### src/rtl/bullet_scheduler.sv
// Bullet slot scheduler: hands out the shared Bullet datapath instances to tanks.
// The grant decision uses only registered slot state and cooldowns. All grant
// pulses and slot payloads are registered.
module bullet_scheduler #(
  parameter int unsigned NUM_REQ   = 4,
  parameter int unsigned NUM_SLOTS = 2,
  parameter logic [9:0]  COOLDOWN  = 10'd30
) (
  input  logic                    frame_clk,
  input  logic                    Reset,
  input  logic [NUM_REQ-1:0]      fire_req,
  input  logic [2*NUM_REQ-1:0]    req_dir,
  input  logic [10*NUM_REQ-1:0]   req_x,
  input  logic [10*NUM_REQ-1:0]   req_y,
  input  logic [NUM_SLOTS-1:0]    slot_done,
  output logic [NUM_REQ-1:0]      fire_gnt,
  output logic [NUM_SLOTS-1:0]    slot_launch,
  output logic [NUM_SLOTS-1:0]    slot_busy,
  output logic [2*NUM_SLOTS-1:0]  slot_owner,
  output logic [2*NUM_SLOTS-1:0]  slot_dir,
  output logic [10*NUM_SLOTS-1:0] slot_x,
  output logic [10*NUM_SLOTS-1:0] slot_y
);

  localparam int unsigned PtrW  = (NUM_REQ > 1) ? $clog2(NUM_REQ) : 1;
  localparam int unsigned SlotW = (NUM_SLOTS > 1) ? $clog2(NUM_SLOTS) : 1;

  typedef enum logic [1:0] {StFree, StLaunch, StFlight} slot_st_e;

  slot_st_e               slot_st_q [NUM_SLOTS];
  slot_st_e               slot_st_d [NUM_SLOTS];
  logic [9:0]             cool_q [NUM_REQ];
  logic [9:0]             cool_d [NUM_REQ];
  logic [PtrW-1:0]        rr_ptr_q, rr_ptr_d;
  logic [NUM_REQ-1:0]     fire_gnt_q, fire_gnt_d;
  logic [NUM_SLOTS-1:0]   slot_launch_q, slot_launch_d;
  logic [2*NUM_SLOTS-1:0] slot_owner_q, slot_dir_q;
  logic [10*NUM_SLOTS-1:0] slot_x_q, slot_y_q;

  logic [NUM_REQ-1:0]     eligible;
  logic                   gnt_valid, slot_valid, do_grant;
  logic [PtrW-1:0]        gnt_idx;
  logic [SlotW-1:0]       slot_idx;

  // Eligibility, round-robin requester pick and lowest free slot pick.
  always_comb begin
    eligible   = '0;
    gnt_valid  = 1'b0;
    gnt_idx    = '0;
    slot_valid = 1'b0;
    slot_idx   = '0;
    for (int unsigned i = 0; i < NUM_REQ; i++) begin
      eligible[i] = fire_req[i] && (cool_q[i] == 10'd0);
      // One live bullet per tank.
      for (int unsigned s = 0; s < NUM_SLOTS; s++) begin
        if (slot_st_q[s] != StFree && slot_owner_q[2*s +: 2] == 2'(i)) eligible[i] = 1'b0;
      end
    end
    for (int unsigned k = 0; k < NUM_REQ; k++) begin
      int unsigned cand;
      cand = (32'(rr_ptr_q) + k) % NUM_REQ;
      if (!gnt_valid && eligible[cand]) begin
        gnt_valid = 1'b1;
        gnt_idx   = PtrW'(cand);
      end
    end
    for (int unsigned s = 0; s < NUM_SLOTS; s++) begin
      if (!slot_valid && slot_st_q[s] == StFree) begin
        slot_valid = 1'b1;
        slot_idx   = SlotW'(s);
      end
    end
    do_grant = gnt_valid && slot_valid;
  end

  // Next state for slot FSMs, cooldowns, pointer and grant pulses.
  always_comb begin
    rr_ptr_d      = rr_ptr_q;
    fire_gnt_d    = '0;
    slot_launch_d = '0;
    for (int unsigned s = 0; s < NUM_SLOTS; s++) begin
      slot_st_d[s] = slot_st_q[s];
      case (slot_st_q[s])
        StFree:   if (do_grant && slot_idx == SlotW'(s)) slot_st_d[s] = StLaunch;
        StLaunch: slot_st_d[s] = StFlight;
        StFlight: if (slot_done[s]) slot_st_d[s] = StFree;
        default:  slot_st_d[s] = StFree;
      endcase
      slot_launch_d[s] = do_grant && (slot_idx == SlotW'(s));
    end
    for (int unsigned i = 0; i < NUM_REQ; i++) begin
      cool_d[i]     = (cool_q[i] != 10'd0) ? cool_q[i] - 10'd1 : 10'd0;
      fire_gnt_d[i] = do_grant && (gnt_idx == PtrW'(i));
      if (fire_gnt_d[i]) cool_d[i] = COOLDOWN;
    end
    if (do_grant) begin
      rr_ptr_d = (32'(gnt_idx) == NUM_REQ - 1) ? '0 : gnt_idx + PtrW'(1);
    end
  end

  // State and output registers; reset clears everything without a clock.
  always_ff @(posedge frame_clk or negedge Reset) begin
    if (!Reset) begin
      for (int unsigned s = 0; s < NUM_SLOTS; s++) slot_st_q[s] <= StFree;
      for (int unsigned i = 0; i < NUM_REQ; i++) cool_q[i] <= 10'd0;
      rr_ptr_q      <= '0;
      fire_gnt_q    <= '0;
      slot_launch_q <= '0;
      slot_owner_q  <= '0;
      slot_dir_q    <= '0;
      slot_x_q      <= '0;
      slot_y_q      <= '0;
    end else begin
      for (int unsigned s = 0; s < NUM_SLOTS; s++) begin
        slot_st_q[s] <= slot_st_d[s];
        if (do_grant && slot_idx == SlotW'(s)) begin
          slot_owner_q[2*s +: 2] <= 2'(gnt_idx);
          slot_dir_q[2*s +: 2]   <= req_dir[2*gnt_idx +: 2];
          slot_x_q[10*s +: 10]   <= req_x[10*gnt_idx +: 10];
          slot_y_q[10*s +: 10]   <= req_y[10*gnt_idx +: 10];
        end
      end
      for (int unsigned i = 0; i < NUM_REQ; i++) cool_q[i] <= cool_d[i];
      rr_ptr_q      <= rr_ptr_d;
      fire_gnt_q    <= fire_gnt_d;
      slot_launch_q <= slot_launch_d;
    end
  end

  // Busy is a pure decode of the registered slot state.
  always_comb begin
    slot_busy = '0;
    for (int unsigned s = 0; s < NUM_SLOTS; s++) slot_busy[s] = (slot_st_q[s] != StFree);
  end

  assign fire_gnt    = fire_gnt_q;
  assign slot_launch = slot_launch_q;
  assign slot_owner  = slot_owner_q;
  assign slot_dir    = slot_dir_q;
  assign slot_x      = slot_x_q;
  assign slot_y      = slot_y_q;

endmodule

### config.mk
export PLATFORM = sky130hd
export DESIGN_NAME = bullet_scheduler
export DESIGN_NICKNAME = d
export VERILOG_FILES = /design/src/rtl/bullet_scheduler.sv
export SDC_FILE = /design/constraint.sdc
export NUM_CORES = 1
export LEC_CHECK = 0
export CORE_MARGIN = 5
export CORE_UTILIZATION = 30
export CTS_CLUSTER_DIAMETER = 100
export DETAILED_ROUTE_END_ITERATION = 10
export SYNTH_ARGS = -nofsm -noshare
export SYNTH_HDL_FRONTEND = slang
export SYNTH_SLANG_ARGS = --single-unit
### constraint.sdc
create_clock -name frame_clk -period 3.4 [get_ports frame_clk]
set_clock_uncertainty 0.15 [all_clocks]
set_input_delay 0.51 -clock frame_clk [delete_from_list [all_inputs] [get_ports frame_clk]]
set_output_delay 0.51 -clock frame_clk [all_outputs]
set_load 0.1 [all_outputs]
After elaboration in Yosys (flattened, before gate mapping)
Index checks and enable logic that the tools add are counted.
{"block": "totals", "latchBits": 0, "mem_bits_ro": 0, "n_memories": 0, "out_inout_bits": 56, "reg_bits": 100, "ram_bits": 0, "word_cells": 137}
{"block": "op_classes", "n_eq_ne": 17, "n_reduce_logical": 44, "n_lt_le_gt_ge": 4, "n_mux": 42, "n_mul": 1, "n_shift": 3, "add_sub_neg": 8, "bitwise": 1, "div_mod_pow": 0}
{"op": "$mux W10", "n": 8}
{"op": "$shiftx A40 B7 Y10", "n": 2}
{"op": "$logic_not A10 Y1", "n": 4}
{"op": "$reduce_bool A10 Y1", "n": 4}
{"op": "$sub A10 B1 Y10 const B", "n": 4}
{"op": "$logic_and A1 B1 Y1", "n": 23}
{"op": "$mux W1", "n": 19}
{"op": "$mux W2", "n": 9}
{"op": "$eq A2 B2 Y1 const B", "n": 8}
{"op": "$lt A2 B3 Y1 const B", "n": 4}
{"op": "$pmux W2 S3", "n": 2}
{"op": "$eq A2 B1 Y1 const B", "n": 5}
{"op": "$logic_not A2 Y1", "n": 5}
{"op": "$bmux W1 S2", "n": 4}
{"op": "$ne A2 B2 Y1 const B", "n": 4}
{"op": "$shiftx A8 B4 Y2", "n": 1}
{"op": "$mul A3 B2 Y5 const A", "n": 1}
{"op": "$add A2 B1 Y2 const B", "n": 2}
{"op": "$add A2 B2 Y2 const B", "n": 2}
{"op": "$logic_not A1 Y1", "n": 4}
{"op": "$reduce_and A2 Y1", "n": 2}
{"op": "$reduce_bool A2 Y1", "n": 2}
{"op": "$not A1 Y1", "n": 1}

Depth between registers and ports, before layout
Gate-level depths: netlist of the first run.
{"block": "logic_depth", "ltp_word": 20, "ltp_mapped": 14, "depth_no_buf": 12}

Worst setup path before layout of the first run
OpenSTA, ideal clock, no wires.
{"block": "synth_timing", "path_type": "register to register", "from": "register slot_owner_q[0], in the netlist slot_owner[0]", "to": "register cool_q[15] (netlist name)", "t_required_ns": 3.126, "path_stages_with_launch": 13, "setup_slack_ns": 0.317, "arrival_ns": 2.809, "setup_time_ns": 0.124, "n_path_buf": 2, "path_cell_list": "dfrtp_1 inv_1 or3_1 and4_1 o21ai_0 nand3_2 buf_6 buf_6 inv_1 ha_1 nand2_1 nand2b_1 nor2_1"}
{"element": "start: declaration", "line": "37", "source": "logic [2*NUM_SLOTS-1:0] slot_owner_q, slot_dir_q;"}
{"element": "start signal: indexed assignment", "line": "117", "source": "slot_owner_q[2*s +: 2] <= 2'(gnt_idx);"}
{"element": "end: declaration", "line": "32", "source": "logic [9:0] cool_q [NUM_REQ];"}

Worst setup path after layout of the first run
{"block": "layout_timing", "from": "register cool_q[20] (netlist name)", "to": "register slot_y_q[10], in the netlist slot_y[10]"}
{"block": "layout_between", "elab_chain_len": 18, "elab_cells_between_ends": 30, "cone_classes": "mul (1); shift (1); mux (18); reduce/logical (10)"}
{"element": "$logic_not A10 Y1 *", "line": "53", "source": "eligible[i] = fire_req[i] && (cool_q[i] == 10'd0);"}
{"element": "$logic_and A1 B1 Y1 *", "line": "53"}
{"element": "$mux W1 * (2 in a row)", "line": "56", "source": "if (slot_st_q[s] != StFree && slot_owner_q[2*s +: 2] == 2'(i)) eligible[i] = 1'b0;"}
{"element": "$bmux W1 S2", "line": "62", "source": "if (!gnt_valid && eligible[cand]) begin"}
{"element": "$mux W1 (implied by the code)", "line": "62"}
{"element": "$mux W1", "line": "62"}
{"element": "$logic_not A1 Y1", "line": "62"}
{"element": "$logic_and A1 B1 Y1", "line": "62"}
{"element": "$mux W1", "line": "62"}
{"element": "$logic_not A1 Y1", "line": "62"}
{"element": "$logic_and A1 B1 Y1", "line": "62"}
{"element": "$mux W1", "line": "62"}
{"element": "$logic_not A1 Y1", "line": "62"}
{"element": "$logic_and A1 B1 Y1", "line": "62"}
{"element": "$mux W2 / $mux W1 (equally long branches)", "line": "62"}
{"element": "$mul A3 B2 Y5 / $logic_and A1 B1 Y1 (equally long branches)", "line": "120, 73"}
{"element": "$shiftx A40 B7 Y10 / $logic_and A1 B1 Y1 (equally long branches)", "line": "120, 116"}
{"element": "end signal: indexed assignment", "line": "120", "source": "slot_y_q[10*s +: 10] <= req_y[10*gnt_idx +: 10];"}
{"element": "end: declaration", "line": "38", "source": "logic [10*NUM_SLOTS-1:0] slot_x_q, slot_y_q;"}
Every way passes the cells marked *; elsewhere a longest branch is shown, timed or not. The select of a mux whose other input is x is not followed.
A chain may end at the register's enable or synchronous reset.

==> run summary, run 1 <==
Outcome: completed
Iter 0 DRT Violations: 223
All-Layer GR Usage: 0.149
EDFF count, synth: 0
Worst Path Required: 3470 ps
Vias in the first global route: 4522
RSZ-0062 raised after global routing: false
Met2 Use GR: 0.252
Syn avg cell area: 10.8 um^2
Post-Syn Instances: 462
GR Layer Usage met1: 0.169
CP Capture Type: register
CP Class: register to register
Die Wd: 139 um
WL/cell: 17.4 um
DRT antenna net count: 0
Pins over their slew limit: 0
First-pass GRT wire length: 23200 um
CORE AREA: 16500 um^2
Delay-heaviest family, CP: simple AND/OR/NAND/NOR gates
Finished Layout Cells: 840
Post-synth ARST share: 1.00
Die area: 19400 um^2
Area Growth Syn to Fin: 40.2%
Vias post-DR: 4171
Final WL: 14600 um
Worst min-delay path class: primary input to asynchronous set/reset pin
GRT busiest layer: met2
Worst EP arrival: 3240 ps
Slew @ Worst Pin: 1010 ps
Initial antenna violation count: 0
GPL Wtd Cong: 0.804
Critical path cell sequence: inv_1 > ha_1 > or3b_2 > nor4_4 > and4_1 > o21ai_0 > nand3_4 > buf_12 > mux2i_1 > o221ai_1
Peak Freq: 315 MHz
Top cells by area, synth: dfrtp_1 50%, mux2i_1 8.8%, o221ai_1 7.5%
Slowest-stage cell, CP: or3b_2
# diodes: 0
TritonCTS clock tree: yes
Initial Util: 0.304
Synth top area share: 0.500
Syn Nets: 570
Slowest Stage Delay on Critical Path: 470 ps
Pin count of the biggest net entering global routing: 66
Hpwl dp: 10800 um
Cell area after synthesis: 5010 um^2
Total power: 5.69 mW
Clock-pin slew on the worst setup and hold paths: 80 ps
Post-synth top cells: 100 x dfrtp_1, 63 x nand2_1, 44 x mux2i_1, 43 x o221ai_1, 38 x nor2_1
WP buf/inv: 2
Final setup viols: 0
Core Rows: 47
Synth cell types: 40
Ports: 152
Crit-path max FO: 31
Tmin final: 3170 ps
NumNets Final: 723
Layout cell share with drive strength beyond 1: 0.142
Most frequent cell after synthesis: dfrtp_1
Leakage: 3.35 nW
IO Port Bufs: 151
Synthesis Warnings: 0
Cts hold-fix bufs: 0
TritonCTS buffer count: 9
CTS sink count: 100
Clock H-tree levels: 3
Placed cell count: 824
Vias/cell: 4.97
Clock root buffer: clkbuf_16
WHS: 122 ps
GRT overflow: 0
Register area share after synthesis: 0.500
Startpoint class of the critical path: register
CTS Buffer Depth: 2
Synth Flop Type: dfrtp_1
Cell taking the most area after synthesis: dfrtp_1
Met3 Use GR: 0.0631
Die Ht: 139 um
Remaining DRCs: 0
#FFs+latches synth: 100
Maxcap violations: 0
PwrDens: 811 nW/um^2
Rel. slew slack: 0.325
Post-route clock period utilization: 0.933
First-pass DRT Iterations: 5
VDD IR-drop max: 0.541 mV
Final setup TNS: 0 ps
Worst-Skew Late Latency: 350 ps
Final Hold Fails: 0
routing by layer:
metal  part of all wire  up-vias
met1               0.40     2028
met2               0.48      162
met3              0.095       22
met4              0.021        0
li1                   -     1959
met5                  0        -
cells by family (layout without fill, tap and decap cells):
logic type,after synthesis,after routing,synth area share
AOI/OAI and AO/OA,75,75,0.117
xor gates and xnor gates,32,32,0.0560
adders and majority gates,12,12,0.0300
buffers and inverters,42,200,0.0437
DFF,100,100,0.500
muxes,48,48,0.0970
and+or+nand+nor,153,153,0.157
state kept, by name (all words and copies together), names as in the netlist:
name,flops
slot_dir,4
slot_launch,2
slot_x,20
slot_y,20
cool_q,40
fire_gnt,4
slot_owner,4
slot_st_q,4
rr_ptr_q,2
layout make-up:
type	instances	area (um^2)
fill	1570	9450
multi-input combinational	320	2290
tap	220	275
clock inverter	5	83.8
sequential	100	2500
inverter	25	95.1
clock buffer	11	253
timing repair buffer	159	1520
repair_timing:
action                     in CTS  in global routing
setup endpoints to repair       0                  4
gates resized for setup         0                  1
buffers inserted                0                  0
worst paths after layout:
path	startpoint	end	slack (ps)	cells past startpoint
max in group asynchronous	Reset	cool_q[39]	2260	2
hold / removal	Reset	slot_y[10]	120	1
min in group frame_clk	cool_q[10]	cool_q[10]	330	1
setup reg to reg	cool_q[20]	slot_y[10]	230	10
hold reg to reg	cool_q[10]	cool_q[10]	330	1
setup / recovery	cool_q[20]	slot_y[10]	230	10
cell usage in the layout, fill, tap and decap left out, types with 3 or more instances in the layout:
cell / Yosys / final
clkbuf_16: 0 / 9
clkdlybuf4s50_1: 0 / 110
or4_1: 4 / 4
nand4_1: 3 / 3
nand2_1: 63 / 63
nor4_4: 3 / 3
mux2_2: 4 / 4
nand2_2: 3 / 3
o21ai_0: 25 / 25
buf_12: 0 / 4
nor4_1: 4 / 4
buf_4: 0 / 45
xor2_1: 13 / 13
nor2_1: 38 / 38
or3_1: 6 / 6
ha_1: 12 / 12
xnor2_1: 19 / 19
o221ai_1: 43 / 43
nor3b_1: 3 / 3
inv_1: 24 / 24
nor3_1: 10 / 10
dfrtp_1: 100 / 100
mux2i_1: 44 / 44
metrics by stage:
stage / area [um^2] / utilization / setup slack, ps
3_5_place_dp: 6680 / 0.405 / 184
2_1_floorplan: 5010 / - / 317
4_1_cts: 7010 / 0.426 / 161
5_1_grt: 7020 / 0.426 / 1.59
6_report: 7020 / 0.426 / 228
3_3_place_gp: 6680 / 0.405 / 349
where the power goes:
group          total (mW)  switching, mW  internal, mW
registers            1.94          0.356          1.59
logic                2.59           1.84         0.750
clock network        1.16          0.470         0.687
worst reg2reg max path: stages (launching register included):
cell      delay [ps]
dfrtp_1          410
inv_1             90
ha_1             140
or3b_2           470
nor4_4           260
and4_1           300
o21ai_0          170
nand3_4          250
buf_12           270
mux2i_1          350
o221ai_1         170
(Power assumes the default switching activity.)
==> run 2: changes to the inputs <==
--- a/config.mk
+++ b/config.mk
@@ -6,9 +6,10 @@
 export NUM_CORES = 1
 export LEC_CHECK = 0
 export CORE_MARGIN = 5
-export CORE_UTILIZATION = 30
+export CORE_UTILIZATION = 47
 export CTS_CLUSTER_DIAMETER = 100
 export DETAILED_ROUTE_END_ITERATION = 10
+export PLACE_DENSITY = 0.8
 export SYNTH_ARGS = -nofsm -noshare
 export SYNTH_HDL_FRONTEND = slang
 export SYNTH_SLANG_ARGS = --single-unit
==> run summary, run 2 (synthesized netlist as in run 1, its figures left out) <==
Pin count of the biggest net entering global routing: 62
Initial antenna violation count: 0
WP buf/inv: 2
VDD IR-drop max: 0.595 mV
Crit-path max FO: 40
Commonest non-fill, non-tap cell in the layout: clkdlybuf4s50_1
Peak Freq: 313 MHz
CTS Buffer Depth: 2
CORE AREA: 10400 um^2
RSZ-0062 raised after global routing: true
Core Util, Final: 0.655
Final Instance Area: 6790 um^2
Vias in the first global route: 4715
Die area: 12800 um^2
Area Growth Syn to Fin: 35.6%
Worst r2r dst: slot_y[18]
Hpwl dp: 10300 um
Worst Setup SP: cool_q[20]
Fillers: 815
Clock root buffer: clkbuf_8
Clock-pin slew on the worst setup and hold paths: 100 ps
Post-route clock period utilization: 0.940
Slew @ Worst Pin: 1010 ps
TritonCTS buffer count: 9
WL/cell: 18.1 um
Leakage: 3.28 nW
CP Capture Type: register
GPL Wtd Cong: 0.852
Max reg flops: 40
Slowest Stage Delay on Critical Path: 470 ps
Ports: 152
PwrDens: 786 nW/um^2
Iter 0 DRT Violations: 221
Vias/cell: 5.63
Top reg by flops: cool_q
GRT overflow: 0
Total length of routed met2 wires: 7020 um
NumNets Final: 724
CTS sink count: 100
R2r startpoint: cool_q[20]
Final setup viols: 0
Tmin final: 3200 ps
Maxcap violations: 0
All-Layer GR Usage: 0.222
First-pass GRT wire length: 22900 um
Layout cell share with drive strength beyond 1: 0.131
Core Rows: 37
Post-DP Area: 6580 um^2
Worst-Skew Late Latency: 360 ps
Worst Path Required: 3470 ps
Final setup TNS: 0 ps
Total power: 5.33 mW
Startpoint class of the critical path: register
Met3 WL post-DR: 1060 um
WHS Path Cells: 1
R2r setup slk: 200 ps
Worst EP arrival: 3270 ps
Wl on met1: 5330 um
Rel. slew slack: 0.325
TritonCTS clock tree: yes
Clock H-tree levels: 3
Final Hold Fails: 0
Outcome: completed
Worst min-delay path class: register to register
Initial Util: 0.483
Uppermost layer routed: met4
Min-delay src: cool_q[0]
DRT antenna net count: 0
Most frequent cells in the layout: 117 x clkdlybuf4s50_1, 100 x dfrtp_1, 63 x nand2_1
Min-Delay Endpoint: cool_q[0]
First-pass DRT Iterations: 4
Die Ht: 113 um
Pins over their slew limit: 0
Final WL: 13700 um
Slowest-stage cell, CP: or3b_2
IO Port Bufs: 151
# diodes: 0
Die Wd: 113 um
Delay-heaviest family, CP: simple AND/OR/NAND/NOR gates
Critical path cell sequence: inv_1 > ha_1 > or3b_2 > nor4_4 > and4_1 > o21ai_0 > nand3_2 > buf_12 > mux2i_1 > o221ai_1
Vias post-DR: 4254
CP Class: register to register
Remaining DRCs: 0
Worst R2R Path Depth: 10
==> run 2: cell types whose count changed in the layout (fill, tap and decap cells not counted), sizes merged <==
cell	change
clkbuf	-2
clkinvlp	-2
inv	+3
bufinv	-1
clkdlybuf4s50	+7
buf	-7
clkinv	+1
dlygate4sd3	+1
==> run 2: cell type report <==
cell class | count | area [um^2] | area share
clock buffer | 9 | 124 | 0.0182
clock inverter | 6 | 72.6 | 0.0107
inverter | 25 | 95.1 | 0.0140
multi-input combinational | 320 | 2290 | 0.337
sequential | 100 | 2500 | 0.369
tap | 136 | 170 | 0.0251
timing repair buffer | 160 | 1530 | 0.226
==> run 2: stage by stage <==
step / hold WS (ps) / std cells / worst slack [ps]
6_report: 332 / 756 / 203
5_1_grt: 360 / 756 / -4.49
4_1_cts: 330 / 756 / 137
3_5_place_dp: 317 / 740 / 215
3_3_place_gp: 295 / 740 / 357
2_1_floorplan: 64.4 / 462 / 317
==> run 2: power breakdown <==
group          internal [mW]  total (mW)  switching [mW]  leakage (nW)
Combinational          0.760        2.61            1.85          1.93
Clock                  0.347       0.773           0.425         0.102
Sequential              1.59        1.95           0.367          1.25
==> run 2: worst max path at each step <==
| stage | slack, ps | endpoint | cells past startpoint |
|---|---|---|---|
| 2_1_floorplan | 320 | cool_q[15] | 12 |
| 3_3_place_gp | 360 | slot_x[6] | 10 |
| 3_5_place_dp | 210 | cool_q[38] | 12 |
| 4_1_cts | 140 | cool_q[38] | 12 |
| 5_1_grt | -4 | cool_q[38] | 12 |
| 6_report | 200 | slot_y[18] | 10 |
==> run 2: per-layer routing <==
layer	vias up	track usage
met5	-	0
met4	0	0.0729
met3	26	0.0615
met2	199	0.388
met1	2070	0.264
li1	1959	-
==> run 2: repair_timing <==
action	CTS	global route
resized for setup	0	2
hold endpoints to repair	39	0
buffers inserted	0	0
setup endpoints to repair	0	12
hold buffers	1	0
==> run 3: changes to the inputs <==
--- a/config.mk
+++ b/config.mk
@@ -5,11 +5,11 @@
 export SDC_FILE = /design/constraint.sdc
 export NUM_CORES = 1
 export LEC_CHECK = 0
-export CORE_MARGIN = 5
-export CORE_UTILIZATION = 47
+export ABC_AREA = 1
+export CORE_UTILIZATION = 50
 export CTS_CLUSTER_DIAMETER = 100
 export DETAILED_ROUTE_END_ITERATION = 10
-export PLACE_DENSITY = 0.8
+export PLACE_DENSITY = 0.82
 export SYNTH_ARGS = -nofsm -noshare
 export SYNTH_HDL_FRONTEND = slang
 export SYNTH_SLANG_ARGS = --single-unit
==> run summary, run 3 <==
Worst R2R Path Depth: 18
Combinational Power Share: 0.606
Core Util, Final: 0.691
RSZ-0062 raised after global routing: false
Tmin final: 3010 ps
Syn avg cell area: 7.50 um^2
VDD IR-drop max: 1.19 mV
GPL Wtd Cong: 0.919
Psw: 4.57 mW
Max reg flops: 40
Cts hold-fix bufs: 0
Worst min-delay path class: primary input to asynchronous set/reset pin
Synth cell types: 37
Worst r2r dst: cool_q[23]
Commonest non-fill, non-tap cell in the layout: nand2_1
Initial antenna violation count: 0
TritonCTS buffer count: 9
Die Wd: 110 um
# diodes: 0
Clock H-tree levels: 3
NumNets Final: 1028
# Post-CTS Setup Buffers: 0
Post-route clock period utilization: 0.885
Die area: 12000 um^2
WL/cell: 14.8 um
Rel. slew slack: 0.347
Worst Path Required: 3450 ps
Slew @ Worst Pin: 977 ps
Clock share of power: 0.125
Startpoint class of the critical path: register
Most frequent cell after synthesis: nand2_1
First-pass GRT wire length: 25100 um
Area Growth Syn to Fin: 31.9%
Post-synth ARST share: 1.00
Syn Nets: 882
Initial Util: 0.524
R2r startpoint: cool_q[30]
CTS Buffer Depth: 2
Ports: 152
CORE AREA: 11100 um^2
Vias in the first global route: 5242
Clock root buffer: clkbuf_16
Top reg by flops: cool_q
Worst EP arrival: 3060 ps
Worst-Skew Late Latency: 340 ps
Crit-path max FO: 12
Synth top area share: 0.431
Post-synth top cells: 225 x nand2_1, 152 x nand3_1, 100 x dfrtp_1, 71 x inv_1, 46 x nor2_1
GRT overflow: 0
Vias/cell: 5.28
Register area share after synthesis: 0.431
Crit path to: cool_q[23]
PwrDens: 1070 nW/um^2
Vias post-DR: 5618
Post-Syn Instances: 774
Switching Fraction: 0.561
Sequential share of power: 0.268
WHS: 57.6 ps
Cell area after synthesis: 5810 um^2
Hpwl dp: 11400 um
Iter 0 DRT Violations: 358
R2r setup slk: 390 ps
DRT antenna net count: 0
Remaining DRCs: 0
Final setup viols: 0
IO Port Bufs: 151
Outcome: completed
Final Hold Fails: 0
Peak Freq: 332 MHz
Top cells by area, synth: dfrtp_1 43%, nand2_1 15%, nand3_1 13%
TritonCTS clock tree: yes
Final WL: 15800 um
P_int: 3.58 mW
Clock-pin slew on the worst setup and hold paths: 80 ps
CTS sink count: 100
Die Ht: 110 um
First-pass DRT Iterations: 5
Pin count of the biggest net entering global routing: 56
Cell taking the most area after synthesis: dfrtp_1
Total power: 8.16 mW
Synthesis Warnings: 0
Maxcap violations: 0
Final setup TNS: 0 ps
#FFs+latches synth: 100
Pins over their slew limit: 0
Core Rows: 38
# resized after CTS: 0
All-Layer GR Usage: 0.272
Most frequent cells in the layout: 225 x nand2_1, 152 x nand3_1, 120 x clkdlybuf4s50_1
Synth Flop Type: dfrtp_1
Leakage: 3.95 nW
Worst Setup SP: cool_q[30]
EDFF count, synth: 0
CP Class: register to register
CP Capture Type: register
Layout cell share with drive strength beyond 1: 0.132
run 3: cell count changes after synthesis, sizes merged, moves of 8 or more:
cell,delta
xnor2,-12
inv,+61
nand2,+179
nand3,+161
a21oi,+8
nor2,+21
buf,+9
o221ai,-45
mux2i,-44
run 3: power groups by stage:
stage | sequential, mW | clock (mW) | combinational (mW)
final | 2.19 | 1.02 | 4.94
after global placement | 2.19 | 0 | 4.85
after global routing | 2.25 | 1.08 | 5.29
after floorplan | 4.06 | 0 | 1.91
after CTS | 2.18 | 1.04 | 4.95
after detailed placement | 2.18 | 0 | 4.93
run 3: final cells by class:
cell class	instances	area [um^2]
multi-input combinational	561	2820
timing repair buffer	162	1540
fill	929	3420
clock inverter	6	65.1
sequential	100	2500
inverter	86	323
tap	140	175
clock buffer	10	229
run 3: critical path, cell delays in order (launching register included):
cell	delay, ps
dfrtp_1	380
inv_1	100
ha_1	150
inv_1	50
nor2_1	80
nand2_1	70
nor2_2	290
nand3_1	120
nand2_1	100
nand2_1	80
nand2_2	120
inv_2	50
a21oi_4	130
nand2_4	130
nand2_2	160
inv_1	90
ha_1	210
nand2_1	260
o21ai_0	150
run 3: layer usage:
metal  vias to the layer above  track usage  part of all wire
li1                       2764            -                 -
met1                      2612        0.350              0.42
met2                       224        0.459              0.48
met3                        18       0.0723             0.080
met4                         0       0.0590             0.012
met5                         -            0                 0
run 3: how the worst min path moves through the flow:
stage	depth (start not counted)	slack, ps	start	to
2_1_floorplan	0	60	Reset	cool_q[0]
3_3_place_gp	2	310	slot_dir[3]	slot_dir[3]
3_5_place_dp	2	320	slot_x[5]	slot_x[5]
4_1_cts	1	90	Reset	cool_q[6]
5_1_grt	1	120	Reset	cool_q[6]
6_report	1	60	Reset	cool_q[5]
run 3: cells by family (layout without fill, tap and decap cells):
family,after synthesis,in the layout,synth area share
AND/OR/NAND/NOR,488,488,0.388
buffers and inverters,113,264,0.0832
flip-flops,100,100,0.431
AO/OA/AOI/OAI,38,38,0.0373
XOR/XNOR,23,23,0.0347
adder cells (fa/ha/maj),12,12,0.0259
run 3: per-stage QoR:
step	cells	instance area (um^2)	setup WS [ps]
after floorplan	774	5810	240
after CTS	1065	7660	399
after global routing	1065	7660	86.3
after detailed placement	1049	7360	321
final	1065	7660	390
after global placement	1049	7360	409
